**src/rtl/hls_core_chn_in_rsci_fifo.sv**
```systemverilog
// rtl/hls_core_chn_in_rsci_fifo.sv - input channel FIFO with zero-latency bypass and starvation counter
module hls_core_chn_in_rsci_fifo #(
  parameter int WIDTH = 17,
  parameter int DEPTH = 2,
  localparam int CW = $clog2(DEPTH + 1),
  localparam int PW = (DEPTH > 1) ? $clog2(DEPTH) : 1
) (
  input  logic             nvdla_core_clk,
  input  logic             nvdla_core_rst,
  input  logic [WIDTH-1:0] chn_in_rsc_z,
  input  logic             chn_in_rsc_vz,
  output logic             chn_in_rsc_lz,
  input  logic             chn_in_rsci_oswt,
  input  logic             core_wen,
  input  logic             core_wten,
  input  logic             chn_in_rsci_ld_core_psct,
  output logic             chn_in_rsci_bawt,
  output logic             chn_in_rsci_wen_comp,
  output logic [WIDTH-1:0] chn_in_rsci_d_mxwt,
  output logic [CW-1:0]    chn_in_rsci_cnt,
  output logic [15:0]      chn_in_rsci_stall_cnt
);

  localparam logic [CW-1:0] DEPTH_C  = CW'(DEPTH);
  localparam logic [PW-1:0] LAST_PTR = PW'(DEPTH - 1);

  logic [WIDTH-1:0] mem [DEPTH];
  logic [PW-1:0]    head;
  logic [PW-1:0]    tail;
  logic [CW-1:0]    cnt;
  logic [15:0]      stall_cnt;

  logic empty;
  logic accept;
  logic pop;
  logic wr_en;
  logic rd_en;

  function automatic logic [PW-1:0] ptr_next(input logic [PW-1:0] p);
    ptr_next = (p == LAST_PTR) ? '0 : p + PW'(1);
  endfunction

  // Handshake and core-facing status; lz depends only on state and core controls, never on vz
  always_comb begin
    empty                 = (cnt == '0);
    chn_in_rsc_lz         = chn_in_rsci_ld_core_psct &
                            ((cnt < DEPTH_C) | (chn_in_rsci_oswt & core_wen));
    accept                = chn_in_rsc_vz & chn_in_rsc_lz;
    chn_in_rsci_bawt      = ~empty | accept;
    pop                   = chn_in_rsci_oswt & core_wen & chn_in_rsci_bawt;
    chn_in_rsci_wen_comp  = ~chn_in_rsci_oswt | chn_in_rsci_bawt;
    chn_in_rsci_d_mxwt    = empty ? chn_in_rsc_z : mem[head];
    // An empty buffer consumed in the same cycle passes the word straight through
    wr_en                 = accept & ~(empty & pop);
    rd_en                 = pop & ~empty;
    chn_in_rsci_cnt       = cnt;
    chn_in_rsci_stall_cnt = stall_cnt;
  end

  // Storage array; contents are meaningless until written, so no reset
  always_ff @(posedge nvdla_core_clk) begin
    if (wr_en) begin
      mem[tail] <= chn_in_rsc_z;
    end
  end

  // Pointers and occupancy; simultaneous write and read leaves the count unchanged
  always_ff @(posedge nvdla_core_clk or posedge nvdla_core_rst) begin
    if (nvdla_core_rst) begin
      head <= '0;
      tail <= '0;
      cnt  <= '0;
    end else begin
      if (wr_en) begin
        tail <= ptr_next(tail);
      end
      if (rd_en) begin
        head <= ptr_next(head);
      end
      case ({wr_en, rd_en})
        2'b10:   cnt <= cnt + CW'(1);
        2'b01:   cnt <= cnt - CW'(1);
        default: cnt <= cnt;
      endcase
    end
  end

  // Count cycles the core waits on this channel alone; cleared once a word is consumed
  always_ff @(posedge nvdla_core_clk or posedge nvdla_core_rst) begin
    if (nvdla_core_rst) begin
      stall_cnt <= '0;
    end else if (pop) begin
      stall_cnt <= '0;
    end else if (chn_in_rsci_oswt & ~chn_in_rsci_bawt & ~core_wten) begin
      if (stall_cnt != 16'hFFFF) begin
        stall_cnt <= stall_cnt + 16'd1;
      end
    end
  end

endmodule

```
**config.mk**
```make
export PLATFORM = sky130hd
export DESIGN_NAME = hls_core_chn_in_rsci_fifo
export DESIGN_NICKNAME = d
export VERILOG_FILES = /design/src/rtl/hls_core_chn_in_rsci_fifo.sv
export SDC_FILE = /design/constraint.sdc
export NUM_CORES = 1
export LEC_CHECK = 0
export ABC_AREA = 0
export BUFFER_PORTS_ARGS = -buffer_cell sky130_fd_sc_hd__buf_4
export CORE_MARGIN = 2
export CORE_UTILIZATION = 50
export CTS_CLUSTER_DIAMETER = 30
export DETAILED_ROUTE_END_ITERATION = 16
export GPL_ROUTABILITY_DRIVEN = 0
export PLACE_DENSITY = 0.78
export SYNTH_ARGS = -nofsm -noshare
export SYNTH_HDL_FRONTEND = slang
export SYNTH_SLANG_ARGS = --single-unit
export TNS_END_PERCENT = 30
```
**constraint.sdc**
```tcl
create_clock -name nvdla_core_clk -period 6.2 [get_ports nvdla_core_clk]
set_input_delay 1.24 -clock nvdla_core_clk [delete_from_list [all_inputs] [get_ports nvdla_core_clk]]
set_output_delay 1.24 -clock nvdla_core_clk [all_outputs]
set_load 0.005 [all_outputs]
```
==> flow_results.org, run 1 <==
** Run status
- The run finished with clean final reports.

** Power
- Power, Total :: between 1 and 1.5 mW
- Largest vdd supply drop :: between 0.0002 and 0.0003 V
- Power density cells :: about 350 mW/mm^2
- Reported leakage power :: ~1.3 nW

** Yosys
- The synthesized design contains 34 enable-type register cells.
- For this run, the register share of the synthesized area comes to 0.610.
- Of the post-synthesis cell area, the dominant cell type holds 0.409.
- Top-count cell post-synth :: sky130_fd_sc_hd__edfxtp_1
- Mean instance size in the synthesized netlist :: between 10 and 15 sq um
- Main area contributors after synthesis :: sky130_fd_sc_hd__edfxtp_1 41%, sky130_fd_sc_hd__dfrtp_1 20%, sky130_fd_sc_hd__mux2i_1 8.4%, sky130_fd_sc_hd__a21oi_1 5.4%, sky130_fd_sc_hd__nor2_1 3.3%
- Yosys printed 0 warnings.
- The synthesized netlist occupies a cell area of 0.00250 sq mm.
- In the synthesized netlist, the number of instances is 213.
- Syn Nets :: 239
- Fraction of registers with async set or reset after synthesis :: 0.370
- Summed over all instances, the cell type with the most area after synthesis is sky130_fd_sc_hd__edfxtp_1.
- Synthesis-stage register bit count :: 54
- Top_reg_cell synth :: sky130_fd_sc_hd__edfxtp_1
- Most used standard cells in the synthesized netlist :: 34 x sky130_fd_sc_hd__edfxtp_1, 27 x sky130_fd_sc_hd__a21oi_1, 22 x sky130_fd_sc_hd__nor2_1, 21 x sky130_fd_sc_hd__mux2i_1, 20 x sky130_fd_sc_hd__dfrtp_1
- Yosys mapped the design onto 32 distinct sky130hd cell types.

** STA
- Clock Skew :: about 9.3 ps
- The total count of hold-check failures in the final report was 0.
- The total count of max-transition violations in the final report was 0.
- Total negative slack :: 0 ps
- Shortest period the worst path allows :: roughly 3200 ps
- Measured slew at the worst slew-check pin :: ~1000 ps
- Setup repair after global routing left no endpoint under its margin.
- Finish-stage setup viols :: 0
- Highest clock frequency the design can meet :: between 300 and 400 MHz
- Worst slew slack as a fraction of its limit :: 0.328
- Fin crit share :: 0.511

** Floorplanning
- In this run the count of I/O pins placed on the die edge is slightly above 60.
- Starting utilization of the core area :: 0.525
- The die covers ~0.0056 sq mm.
- Die Span X :: ~75 um
- Site Rows :: 25
- In this run the standard cell core region covers between 0.004 and 0.005 sq mm.
- In this run the vertical extent of the chip is between 70 and 80 um.

** Cells and area
- The repair_antennas step left the layout with diodes totalling 0.
- Cell area after layout :: ~0.0031 sq mm
- Compared with the post-synthesis result, the final layout area differs by 25.7%.
- For this run, the post-layout net count is around 300.
- In the final layout, the share of cells above drive strength 1 is 0.272.

** GRT
- Wire length of the first global-routing pass :: 7990 um
- In the global route stage, overall resource usage came out at 0.191.
- Entering global routing, the biggest net connects 37 pins.
- The number of global-route vias before repair was 1738.
- Overflow after GRT :: 0
- Initial antenna violation count :: 0

** CTS
- CTS root buffer :: sky130_fd_sc_hd__clkbuf_8
- TritonCTS built the clock tree.
- Clock net sink count :: 54
- CTS built an H-tree with a depth of 2.
- Gates resized, CTS repair :: 0
- CTS clk-pin slew, worst paths :: 90 ps
- After clock tree synthesis, the flow added hold-fix buffers numbering 0.
- Post-CTS Setup Bufs :: 0
- TritonCTS created 5 clock buffers.
- Counting along the longest clock path gives a buffer depth of 2.
- The later pin in the worst-skew pair is clocked with a latency of 310 ps.

** Place
- The HPWL after detailed placement is roughly 3600 um.
- Input and output buffers added on the ports amount to 61.
- After detailed placement, the total cell area comes to roughly 0.0030 sq mm.

** Detailed routing
- DRC errors left :: 0
- Number of DRC violations after detailed-routing iteration 0 :: ~150
- Routed length per placed instance :: between 10 and 15 um
- The first detailed-routing pass ran for 4 iterations.
- Wirelength, routed :: 5120 um
- Summing over every cut layer, the via total after detailed routing is around 1900.
- Per-cell via count in the routed design :: about 5.5
- In this run the remaining antenna-violating nets after routing total 0.

** Worst setup path
- STA classifies the critical path startpoint as a primary input.
- WP data arrival :: 1930 ps
- Critical path endpoint category :: output pin
- Of all nets on the critical path, the largest fanout is 5.
- The worst setup path is of the in2out kind.
- Data required, critical path :: slightly below 5000 ps

** Job
- Max-cap violations in this run came to 0.

** Min path
- Class of the tightest hold or removal check :: reg2reg
[power by group]
part           internal [mW]  switching, mW  total (mW)
clock                  0.121          0.110       0.231
combinational          0.202          0.166       0.369
sequential             0.428         0.0592       0.487
[layout make-up]
| type | instances | area (sq um) |
|---|---|---|
| clock buffers | 6 | 72.6 |
| clock inverters | 2 | 38.8 |
| flip-flops and latches | 54 | 1520 |
| multi-input cells | 146 | 926 |
| repair buffers | 64 | 480 |
| fillers | 399 | 1620 |
| well taps | 67 | 83.8 |
| inverters | 4 | 15.0 |
[cell families after synthesis]
group | after synthesis | synth area share
AOI/OAI and AO/OA | 43 | 0.103
xor gates and xnor gates | 5 | 0.0175
adders and majority gates | 2 | 0.0100
buffers and inverters | 13 | 0.0195
DFF | 54 | 0.610
muxes | 21 | 0.0842
and+or+nand+nor | 75 | 0.156
[stage by stage]
step | hold WS [ps] | setup WS [ps] | util | cells
after floorplan | 468 | 3310 | - | 213
after global placement | 482 | 3050 | 0.637 | 335
after detailed placement | 491 | 3030 | 0.637 | 335
after CTS | 507 | 3030 | 0.660 | 343
after global routing | 566 | 2950 | 0.660 | 343
final | 507 | 3030 | 0.660 | 343
[placed cells by master, fill, tap and decap left out, types with 2 or more instances in the layout]
master                     synthesis  routed
sky130_fd_sc_hd__ha_1              2       2
sky130_fd_sc_hd__nor2_1           22      22
sky130_fd_sc_hd__mux2i_1          21      21
sky130_fd_sc_hd__nor4_1            2       2
sky130_fd_sc_hd__a21oi_1          27      27
sky130_fd_sc_hd__or4_1             9       9
sky130_fd_sc_hd__and2_1            3       3
sky130_fd_sc_hd__nand4_1           7       7
sky130_fd_sc_hd__clkbuf_8          0       5
sky130_fd_sc_hd__buf_4             0      64
sky130_fd_sc_hd__nand2b_1          2       2
sky130_fd_sc_hd__or3_1             3       3
sky130_fd_sc_hd__inv_1             3       3
sky130_fd_sc_hd__o21ai_0           5       5
sky130_fd_sc_hd__nor3_1            2       2
sky130_fd_sc_hd__o31ai_1           7       7
sky130_fd_sc_hd__xor2_1            2       2
sky130_fd_sc_hd__nand2_1          13      13
sky130_fd_sc_hd__dfrtp_1          20      20
sky130_fd_sc_hd__edfxtp_1         34      34
sky130_fd_sc_hd__and3_1            2       2
sky130_fd_sc_hd__nand3_1           6       6
sky130_fd_sc_hd__xnor2_1           3       3
[state kept, by name (all words and copies together), names as in the netlist]
| signal | flops |
|---|---|
| chn_in_rsci_cnt | 2 |
| chn_in_rsci_stall_cnt | 16 |
| head | 1 |
| mem | 34 |
| tail | 1 |
[routing by layer]
| layer | share of wire | GRT usage |
|---|---|---|
| met5 | 0 | 0 |
| met2 | 0.49 | 0.299 |
| met3 | 0.053 | 0.0549 |
| met4 | 0.011 | 0.0655 |
| met1 | 0.45 | 0.260 |
[worst paths after layout]
kind                                                     start                                     to  slack, ps  cells after the start
worst max-delay path                             chn_in_rsc_vz                   chn_in_rsci_wen_comp       3030                      4
worst min-delay path                          tail$_DFFE_PP0P_                       tail$_DFFE_PP0P_        510                      1
worst max register to register  chn_in_rsci_cnt[0]$_DFFE_PP0P_  chn_in_rsci_stall_cnt[14]$_DFFE_PP0P_       3990                      5
worst min register to register                tail$_DFFE_PP0P_                       tail$_DFFE_PP0P_        510                      1
max in group asynchronous                       nvdla_core_rst  chn_in_rsci_stall_cnt[13]$_DFFE_PP0P_       4610                      2
min in group asynchronous                       nvdla_core_rst   chn_in_rsci_stall_cnt[0]$_DFFE_PP0P_       1080                      2
[worst max-delay path: stages]
cell and delay (ps):
sky130_fd_sc_hd__buf_4 120, sky130_fd_sc_hd__a211oi_4 320, sky130_fd_sc_hd__nand2_1 100, sky130_fd_sc_hd__buf_4 140
Power figures use the tool's default switching activity.
==> run 2, diff against run 1 <==
- clock period: 6.2 -> 3.26 ns (I/O delays scaled with it)
==> run 2 against run 1 <==
Sequential share of layout area rose by 0.078 points. Setup slack got worse by 2200 ps. Clock power rose by 71%. Flip-flop and latch count did not move. Critical path type is now reg2out.
==> flow_results.org, run 2 (synthesis gave the netlist of run 1 again) <==
** CTS
- Clock net sink count :: 54 (unchanged)
- The maximum level of the CTS H-tree was 2 (unchanged).
- The number of buffers inserted for hold repair after clock tree synthesis was 0 (unchanged).
- The maximum count of clock buffers along a single path was 2 (unchanged).
- TritonCTS clock tree :: yes (unchanged)
- Skew-Pair Late Insertion Delay :: 310 ps (about the same)
- The post-CTS resize count is 0 (unchanged).
- The buffers inserted during post-CTS setup optimization is 0 (unchanged).
- The clock slew at the register clock pins of the worst setup and hold paths came to 100 ps (was 90 ps).
- CTS root buffer :: sky130_fd_sc_hd__clkbuf_8 (unchanged)
- Number of buffers added by the clock tree synthesis step :: 5 (unchanged)

** Worst setup path
- The number of cells on the worst reg-to-reg path was 5 (unchanged).
- Critical path endpoint category :: output pin (unchanged)
- The maximum single-stage delay on the critical path is 570 ps (was 320 ps).
- Max stage delay cell, worst path :: sky130_fd_sc_hd__or2_2 (was sky130_fd_sc_hd__a211oi_4)
- Data required, critical path :: 2610 ps (was 4960 ps)
- The sort of element at the start of the critical path is a flip-flop (was primary input).
- R2r startpoint :: chn_in_rsci_cnt[0]$_DFFE_PP0P_ (unchanged)
- Critical path's top delay family :: simple AND/OR/NAND/NOR gates (was compound AO/OA/AOI/OAI gates)
- Critical path type :: reg2out (was in2out)
- The worst path buffer plus inverter count came to 1 (was 2).
- The arrival time of the worst setup path came to 1780 ps (was 1930 ps).
- Crit-path cells :: or2_2, nor2_1, a21oi_1, buf_4 (was buf_4, a211oi_4, nand2_1, buf_4)
- The logic depth of the worst path, buffers included was 4 (unchanged).
- The critical path launch point is chn_in_rsci_cnt[0]$_DFFE_PP0P_ (was chn_in_rsc_vz).
- Worst setup slack for register-to-register paths :: 1050 ps (was 3990 ps)
- The largest fanout on the critical path was 36 (was 5).

** GRT
- The overall overflow remaining after global route came to 0 (unchanged).
- Vias in the first global route :: 1796 (was 1738)
- Wire length of the first global-routing pass :: 8230 um (was 7990 um)
- The overall global routing resource usage came to 0.196 (was 0.191).
- The initial antenna violation count came to 0 (unchanged).
- Largest net degree at the start of global routing :: 37 (unchanged)

** STA
- Final hold vios :: 0 (unchanged)
- The final hold slack is 491 ps (was 507 ps).
- The worst path in the final design needs a cycle of 2430 ps, including I/O delays and setup.
- Highest clock frequency the design can meet :: 411 MHz
- Pins Over Slew Limit :: 0 (unchanged)
- In the finished design, the share of the clock period the worst path needs comes to 0.746.
- The number of setup violations in the final report was 0 (unchanged).
- The slew of the pin with the lowest slew margin was 800 ps (was 1010 ps).
- RSZ-0062 raised after global routing :: no (unchanged)
- Worst slew slack as a fraction of its limit :: 0.466 (was 0.328)
- The sum of negative setup slack is 0 ps (unchanged).
- The final setup skew is 7.57 ps (was 9.29 ps).

** Cells and area
- Top library cells by usage in the layout, fill and taps aside :: 65 x sky130_fd_sc_hd__buf_4, 34 x sky130_fd_sc_hd__edfxtp_1, 27 x sky130_fd_sc_hd__a21oi_1 (was 64 x sky130_fd_sc_hd__buf_4, 34 x sky130_fd_sc_hd__edfxtp_1, 27 x sky130_fd_sc_hd__a21oi_1)
- The flip-flop count of the largest register, all copies and words added was 34 (unchanged).
- Register with the highest flop count :: mem (unchanged)
- Antenna cells :: 0 (unchanged)
- Synth-to-layout area growth :: 25.5% (was 25.7%)
- The leading cell type in the layout, fill and taps excluded is sky130_fd_sc_hd__buf_4 (unchanged).
- Core occupancy in the finished layout :: 0.659 (was 0.660)
- The number of nets at the end of the flow was 302 (was 301).
- The share of post-route cells with drive strength above 1 was 0.278 (was 0.272).
- Fillcell total :: 399 (unchanged)

** Floorplanning
- The placement row count is 25 (unchanged).
- Die Span X :: 74.7 um (unchanged)
- The area of the core came to 0.00475 sq mm (unchanged).
- Starting utilization of the core area :: 0.525 (unchanged)
- The I/O pin count came to 62 (unchanged).
- Die Y :: 74.7 um (unchanged)
- Full die area :: 0.00557 sq mm (unchanged)

** Power
- Largest vdd supply drop :: 0.000433 V (was 0.000275 V)
- The post-layout total power is 2.03 mW (was 1.09 mW).
- The cell area power density came to 648 mW/mm^2 (was 346 mW/mm^2).
- The leakage power total came to 1.28 nW (was 1.29 nW).

** Detailed routing
- The per-cell via count in the routed design was 5.53 (was 5.49).
- The post-detailed-route wirelength per cell was 15.3 um (was 14.9 um).
- The number of DRC markers in iteration 0 was 105 (was 152).
- The number of antenna-violating nets in the routed design is 0 (unchanged).
- The total detailed-routing wirelength came to 5250 um (was 5120 um).
- Total number of vias :: 1903 (was 1882)
- The detailed-router iteration count before antenna repair is 4 (unchanged).
- DRC errors left :: 0 (unchanged)

** Place
- Half-perimeter wire length after detailed placement :: 3680 um (was 3580 um)
- Quantity of I/O buffers inserted on ports :: 61 (unchanged)

** Run status
- Status: complete, no violations (unchanged).

** Job
- Number of maximum-capacitance constraint violations :: 0 (unchanged)

** Min path
- Class of the tightest hold or removal check :: in2async (was reg2reg)
## run 2: changes by cell type in the layout (fill, tap and decap cells not counted)
| cell | change |
|---|---|
| sky130_fd_sc_hd__buf_4 | +1 |
| sky130_fd_sc_hd__clkinv_4 | -1 |
| sky130_fd_sc_hd__clkbuf_8 | +1 |
| sky130_fd_sc_hd__clkinvlp_4 | +1 |
| sky130_fd_sc_hd__inv_6 | +1 |
| sky130_fd_sc_hd__bufinv_16 | -1 |
| sky130_fd_sc_hd__clkbuf_1 | -1 |
## run 2: routing by layer
| metal | part of all wire | global-route usage |
|---|---|---|
| met2 | 0.50 | 0.324 |
| met3 | 0.049 | 0.0442 |
| met1 | 0.44 | 0.256 |
| met5 | 0 | 0 |
| met4 | 0.012 | 0.0714 |
## run 2: layout make-up
cell class	count	area [sq um]	share of cell area
clock buffer	6	82.6	0.0264
clock inverter	2	16.3	0.00519
inverter	4	15.0	0.00479
multi-input combinational	146	926	0.296
sequential	54	1520	0.486
tap	67	83.8	0.0268
timing repair buffer	65	488	0.156
## run 2: worst register-to-register path: cells and delay by family, from the launching register on
kind	cells	cell delay, ps
xor+xnor	1	150
flops	1	470
fa+ha+maj	1	330
simple gates	2	710
compound gates	1	480
## run 2: where the power goes
part	total [mW]	internal [mW]	switching, mW
Combinational	0.750	0.387	0.363
Sequential	0.885	0.816	0.0698
Clock	0.394	0.175	0.219
Total	2.03	1.38	0.651
## run 2: through the flow
step,instances,setup WS (ps),instance area [sq um]
3_5_place_dp,336,772,3030
3_3_place_gp,336,802,3030
4_1_cts,344,809,3130
5_1_grt,344,687,3130
6_report,344,827,3130
2_1_floorplan,213,960,2500
## run 2: path summary, 6_finish.rpt
kind,endpoint
max,chn_in_rsci_d_mxwt[6]
min,chn_in_rsci_stall_cnt[0]$_DFFE_PP0P_
max reg2reg,chn_in_rsci_cnt[1]$_DFFE_PP0P_
min reg2reg,tail$_DFFE_PP0P_
max in group asynchronous,chn_in_rsci_stall_cnt[12]$_DFFE_PP0P_
min in group nvdla_core_clk,tail$_DFFE_PP0P_
==> run 3, diff against run 2 <==
- ABC_AREA: 0 -> 1
- PLACE_DENSITY: 0.78 -> 0.76
- clock period: 3.26 -> 2.4 ns (I/O delays scaled with it)
==> run 3 against run 2 <==
Via count rose by 21%. Sequential share of layout area fell by 5.3 points. Setup slack got worse by 530 ps. Synthesized cell count rose by 52%. Sequential power rose by 64%. Non-clock buffer count did not move. Critical path type unchanged. Largest cell class unchanged.
==> flow_results.org, run 3 <==
** Cells and area
- The final standard cell utilization of the core was 0.631 (was 0.659).
- Share of layout cells above drive strength 1 :: 0.262 (was 0.278)
- The leading cell type in the layout, fill and taps excluded is sky130_fd_sc_hd__nand2_1 (was sky130_fd_sc_hd__buf_4).
- Antenna cells :: 0 (unchanged)
- Top library cells by usage in the layout, fill and taps aside: 98 x sky130_fd_sc_hd__nand2_1, 65 x sky130_fd_sc_hd__buf_4, 37 x sky130_fd_sc_hd__o21ai_0 (was 65 x sky130_fd_sc_hd__buf_4, 34 x sky130_fd_sc_hd__edfxtp_1, 27 x sky130_fd_sc_hd__a21oi_1).
- The register with the most flip-flops was mem (unchanged).
- Synth-to-layout area growth :: 20.8% (was 25.5%)
- The flip-flop count of the largest register, all copies and words added is 34 (unchanged).
- The number of inserted filler cells in the final layout came to 484 (was 399).
- The final instance area was 0.00352 sq mm (was 0.00313 sq mm).
- Final nets :: 411 (was 302)

** Yosys
- The top cell type's share of synthesized area came to 0.351 (was 0.409).
- The Yosys warning count came to 0 (unchanged).
- The count of flip-flops with a built-in enable after synthesis is 34 (unchanged).
- The share of flip-flops with an asynchronous set or reset after synthesis was 0.370 (unchanged).
- Top-count cell post-synth :: sky130_fd_sc_hd__nand2_1 (was sky130_fd_sc_hd__edfxtp_1)
- Main area contributors after synthesis :: sky130_fd_sc_hd__edfxtp_1 35%, sky130_fd_sc_hd__dfrtp_1 17%, sky130_fd_sc_hd__nand2_1 13%, sky130_fd_sc_hd__o21ai_0 6.4%, sky130_fd_sc_hd__inv_1 4.1% (was sky130_fd_sc_hd__edfxtp_1 41%, sky130_fd_sc_hd__dfrtp_1 20%, sky130_fd_sc_hd__mux2i_1 8.4%, sky130_fd_sc_hd__a21oi_1 5.4%, sky130_fd_sc_hd__nor2_1 3.3%)
- Post-synthesis instance total :: 323 (was 213)
- The distinct cell type count of the synthesized netlist came to 29 (was 32).
- Most used standard cells in the synthesized netlist :: 98 x sky130_fd_sc_hd__nand2_1, 37 x sky130_fd_sc_hd__o21ai_0, 34 x sky130_fd_sc_hd__edfxtp_1, 32 x sky130_fd_sc_hd__inv_1, 29 x sky130_fd_sc_hd__nor2_1 (was 34 x sky130_fd_sc_hd__edfxtp_1, 27 x sky130_fd_sc_hd__a21oi_1, 22 x sky130_fd_sc_hd__nor2_1, 21 x sky130_fd_sc_hd__mux2i_1, 20 x sky130_fd_sc_hd__dfrtp_1)
- The cell area after technology mapping came to 0.00291 sq mm (was 0.00250 sq mm).
- Syn Nets :: 349 (was 239)
- The number of register bits inferred by synthesis was 54 (unchanged).
- Share of synthesized area occupied by flip-flops and latches :: 0.523 (was 0.610)
- Mean instance size in the synthesized netlist :: 9.01 sq um (was 11.7 sq um)
- The cell taking the most area after synthesis is sky130_fd_sc_hd__edfxtp_1 (unchanged).
- Top_reg_cell synth :: sky130_fd_sc_hd__edfxtp_1 (unchanged)

** CTS
- The clock slew at the register clock pins of the worst setup and hold paths is 100 ps (about the same).
- Number of H-tree levels :: 2 (unchanged)
- The total CTS buffers was 5 (unchanged).
- The TritonCTS clock tree was yes (unchanged).
- Skew-Pair Late Insertion Delay :: 310 ps (about the same)
- The maximum count of clock buffers along a single path came to 2 (unchanged).
- CTS root buffer :: sky130_fd_sc_hd__clkbuf_8 (unchanged)
- The post-CTS resize count is 0 (unchanged).
- Clock net sink count :: 54 (unchanged)
- The number of buffers inserted for hold repair after clock tree synthesis was 0 (unchanged).
- The buffers inserted during post-CTS setup optimization is 0 (unchanged).

** STA
- Clock Skew :: 7.63 ps (was 7.57 ps)
- Final hold vios :: 0 (unchanged)
- The number of setup violations in the final report is 0 (unchanged).
- The slew of the pin with the lowest slew margin came to 789 ps (was 800 ps).
- Of the available clock period, the critical path in the final layout requires 0.875.
- RSZ-0062 raised after global routing :: no (unchanged)
- The relative max-transition margin was 0.473 (was 0.466).
- The total count of max-transition violations in the final report was 0 (unchanged).
- For the finished layout, the period the worst path requires is ~2100 ps.
- Static timing analysis puts the maximum clock frequency at 476 MHz.
- The sum of negative setup slack came to 0 ps (unchanged).

** Worst setup path
- The maximum single-stage delay on the critical path was 470 ps (was 570 ps).
- The data required time at the worst endpoint was 1920 ps (was 2610 ps).
- Buf/Inv on CP :: 2 (was 1)
- Max stage delay cell, worst path :: sky130_fd_sc_hd__dfrtp_1 (was sky130_fd_sc_hd__or2_2)
- The sort of element at the start of the critical path is a flip-flop (unchanged).
- The arrival time of the worst setup path was 1620 ps (was 1780 ps).
- Crit path top cell by count :: sky130_fd_sc_hd__buf_4
- Critical path endpoint category :: output pin (unchanged)
- Crit-path cells :: nor2_2, buf_4, o21ai_0, buf_4 (was or2_2, nor2_1, a21oi_1, buf_4)
- The largest fanout on the critical path was 38 (was 36).
- The category of the most critical setup path is reg2out (unchanged).
- Critical path's top delay family :: buffers and inverters (was simple AND/OR/NAND/NOR gates)

** Detailed routing
- The number of vias after detailed routing is 2306 (was 1903).
- Wirelength, routed :: 5740 um (was 5250 um)
- Pre-antenna DRT Iters :: 5 (was 4)
- The number of antenna-violating nets in the routed design came to 0 (unchanged).
- Per-cell via count in the routed design :: 5.03 (was 5.53)
- The post-detailed-route wirelength per cell was 12.5 um (was 15.3 um).
- The number of DRC markers in iteration 0 was 111 (was 105).
- The number of remaining DRC errors came to 0 (unchanged).

** Place
- The number of buffer cells added on primary ports is 61 (unchanged).
- The final HPWL from detailed placement is 4130 um (was 3680 um).
- Instance area after placement :: 0.00342 sq mm (was 0.00303 sq mm)

** Floorplanning
- Die Y :: 80.3 um (was 74.7 um)
- The placement row count was 27 (was 25).
- # IOs :: 62 (unchanged)
- The horizontal die dimension is 80.3 um (was 74.7 um).
- Starting utilization of the core area :: 0.522 (was 0.525)
- The overall die area was 0.00645 sq mm (was 0.00557 sq mm).
- The area of the core is 0.00557 sq mm (was 0.00475 sq mm).

** Min path
- The kind of path behind the tightest hold check is in2async (unchanged).

** Power
- The post-layout total power is 3.54 mW (was 2.03 mW).
- The maximum ir drop on the vdd rail is 0.000713 V (was 0.000433 V).
- Reported leakage power :: 1.60 nW (was 1.28 nW)
- Power density cells :: 1010 mW/mm^2 (was 648 mW/mm^2)

** GRT
- The first-pass GRT wire length was 9610 um (was 8230 um).
- The pin count of the biggest net entering global routing came to 39 (was 37).
- The overall global routing resource usage was 0.193 (was 0.196).
- Initial antenna violation count :: 0 (unchanged)
- The overall overflow remaining after global route came to 0 (unchanged).
- Vias in the first global route :: 2037 (was 1796)

** Run status
- Status: complete, no violations (unchanged).

** Job
- The number of max-cap violations is 0 (unchanged).
run 3: cell type report:
class / instances / area [sq um] / share of cell area
flip-flops and latches: 54 / 1520 / 0.432
multi-input cells: 226 / 1200 / 0.340
repair buffers: 65 / 488 / 0.139
inverters: 33 / 124 / 0.0352
well taps: 72 / 90.1 / 0.0256
clock buffers: 5 / 68.8 / 0.0196
clock inverters: 3 / 28.8 / 0.00818
run 3: metal layers:
metal / GRT usage / vias up / share of wire / wire (um)
li1: - / 1172 / - / -
met1: 0.252 / 1077 / 0.45 / 2580
met2: 0.327 / 51 / 0.50 / 2870
met3: 0.0270 / 6 / 0.038 / 218
met4: 0.0746 / 0 / 0.013 / 76
met5: 0 / - / 0 / 0
run 3: worst paths after layout:
kind,start,endpoint,slack [ps],cells past startpoint
hold / removal,nvdla_core_rst,chn_in_rsci_stall_cnt[8]$_DFFE_PP0P_,310,2
min in group nvdla_core_clk,chn_in_rsc_z[10],mem[1][10]$_DFFE_PP_,360,1
setup / recovery,chn_in_rsci_cnt[1]$_DFFE_PP0P_,chn_in_rsci_d_mxwt[12],300,4
hold reg to reg,tail$_DFFE_PP0P_,tail$_DFFE_PP0P_,530,2
setup reg to reg,chn_in_rsci_cnt[1]$_DFFE_PP0P_,chn_in_rsci_cnt[1]$_DFFE_PP0P_,520,7
max in group asynchronous,nvdla_core_rst,chn_in_rsci_stall_cnt[12]$_DFFE_PP0P_,1590,2
run 3: stage by stage:
step	hold slack (ps)	cells	setup WS, ps
2_1_floorplan	444	323	336
3_3_place_gp	487	450	415
3_5_place_dp	508	450	346
4_1_cts	345	458	312
5_1_grt	345	458	132
6_report	311	458	301
run 3: cell families after synthesis:
logic type / after synthesis / share of synthesized area
buffers and inverters: 43 / 0.0662
XOR/XNOR: 9 / 0.0271
AND/OR/NAND/NOR: 173 / 0.300
flip-flops: 54 / 0.523
adder cells (fa/ha/maj): 2 / 0.00859
AO/OA/AOI/OAI: 42 / 0.0761
run 3: worst reg2reg max path: stages (launching register included):
cell,delay (ps)
sky130_fd_sc_hd__dfrtp_1,470
sky130_fd_sc_hd__nor2_2,140
sky130_fd_sc_hd__buf_4,350
sky130_fd_sc_hd__nor2_1,120
sky130_fd_sc_hd__ha_1,330
sky130_fd_sc_hd__a21oi_1,110
sky130_fd_sc_hd__o21ai_0,110
sky130_fd_sc_hd__xnor2_1,140
run 3: power breakdown:
part           total [mW]  internal [mW]  switching (mW)
combinational        1.56          0.770           0.794
sequential           1.45           1.20           0.251
clock               0.527          0.217           0.311
total                3.54           2.19            1.36
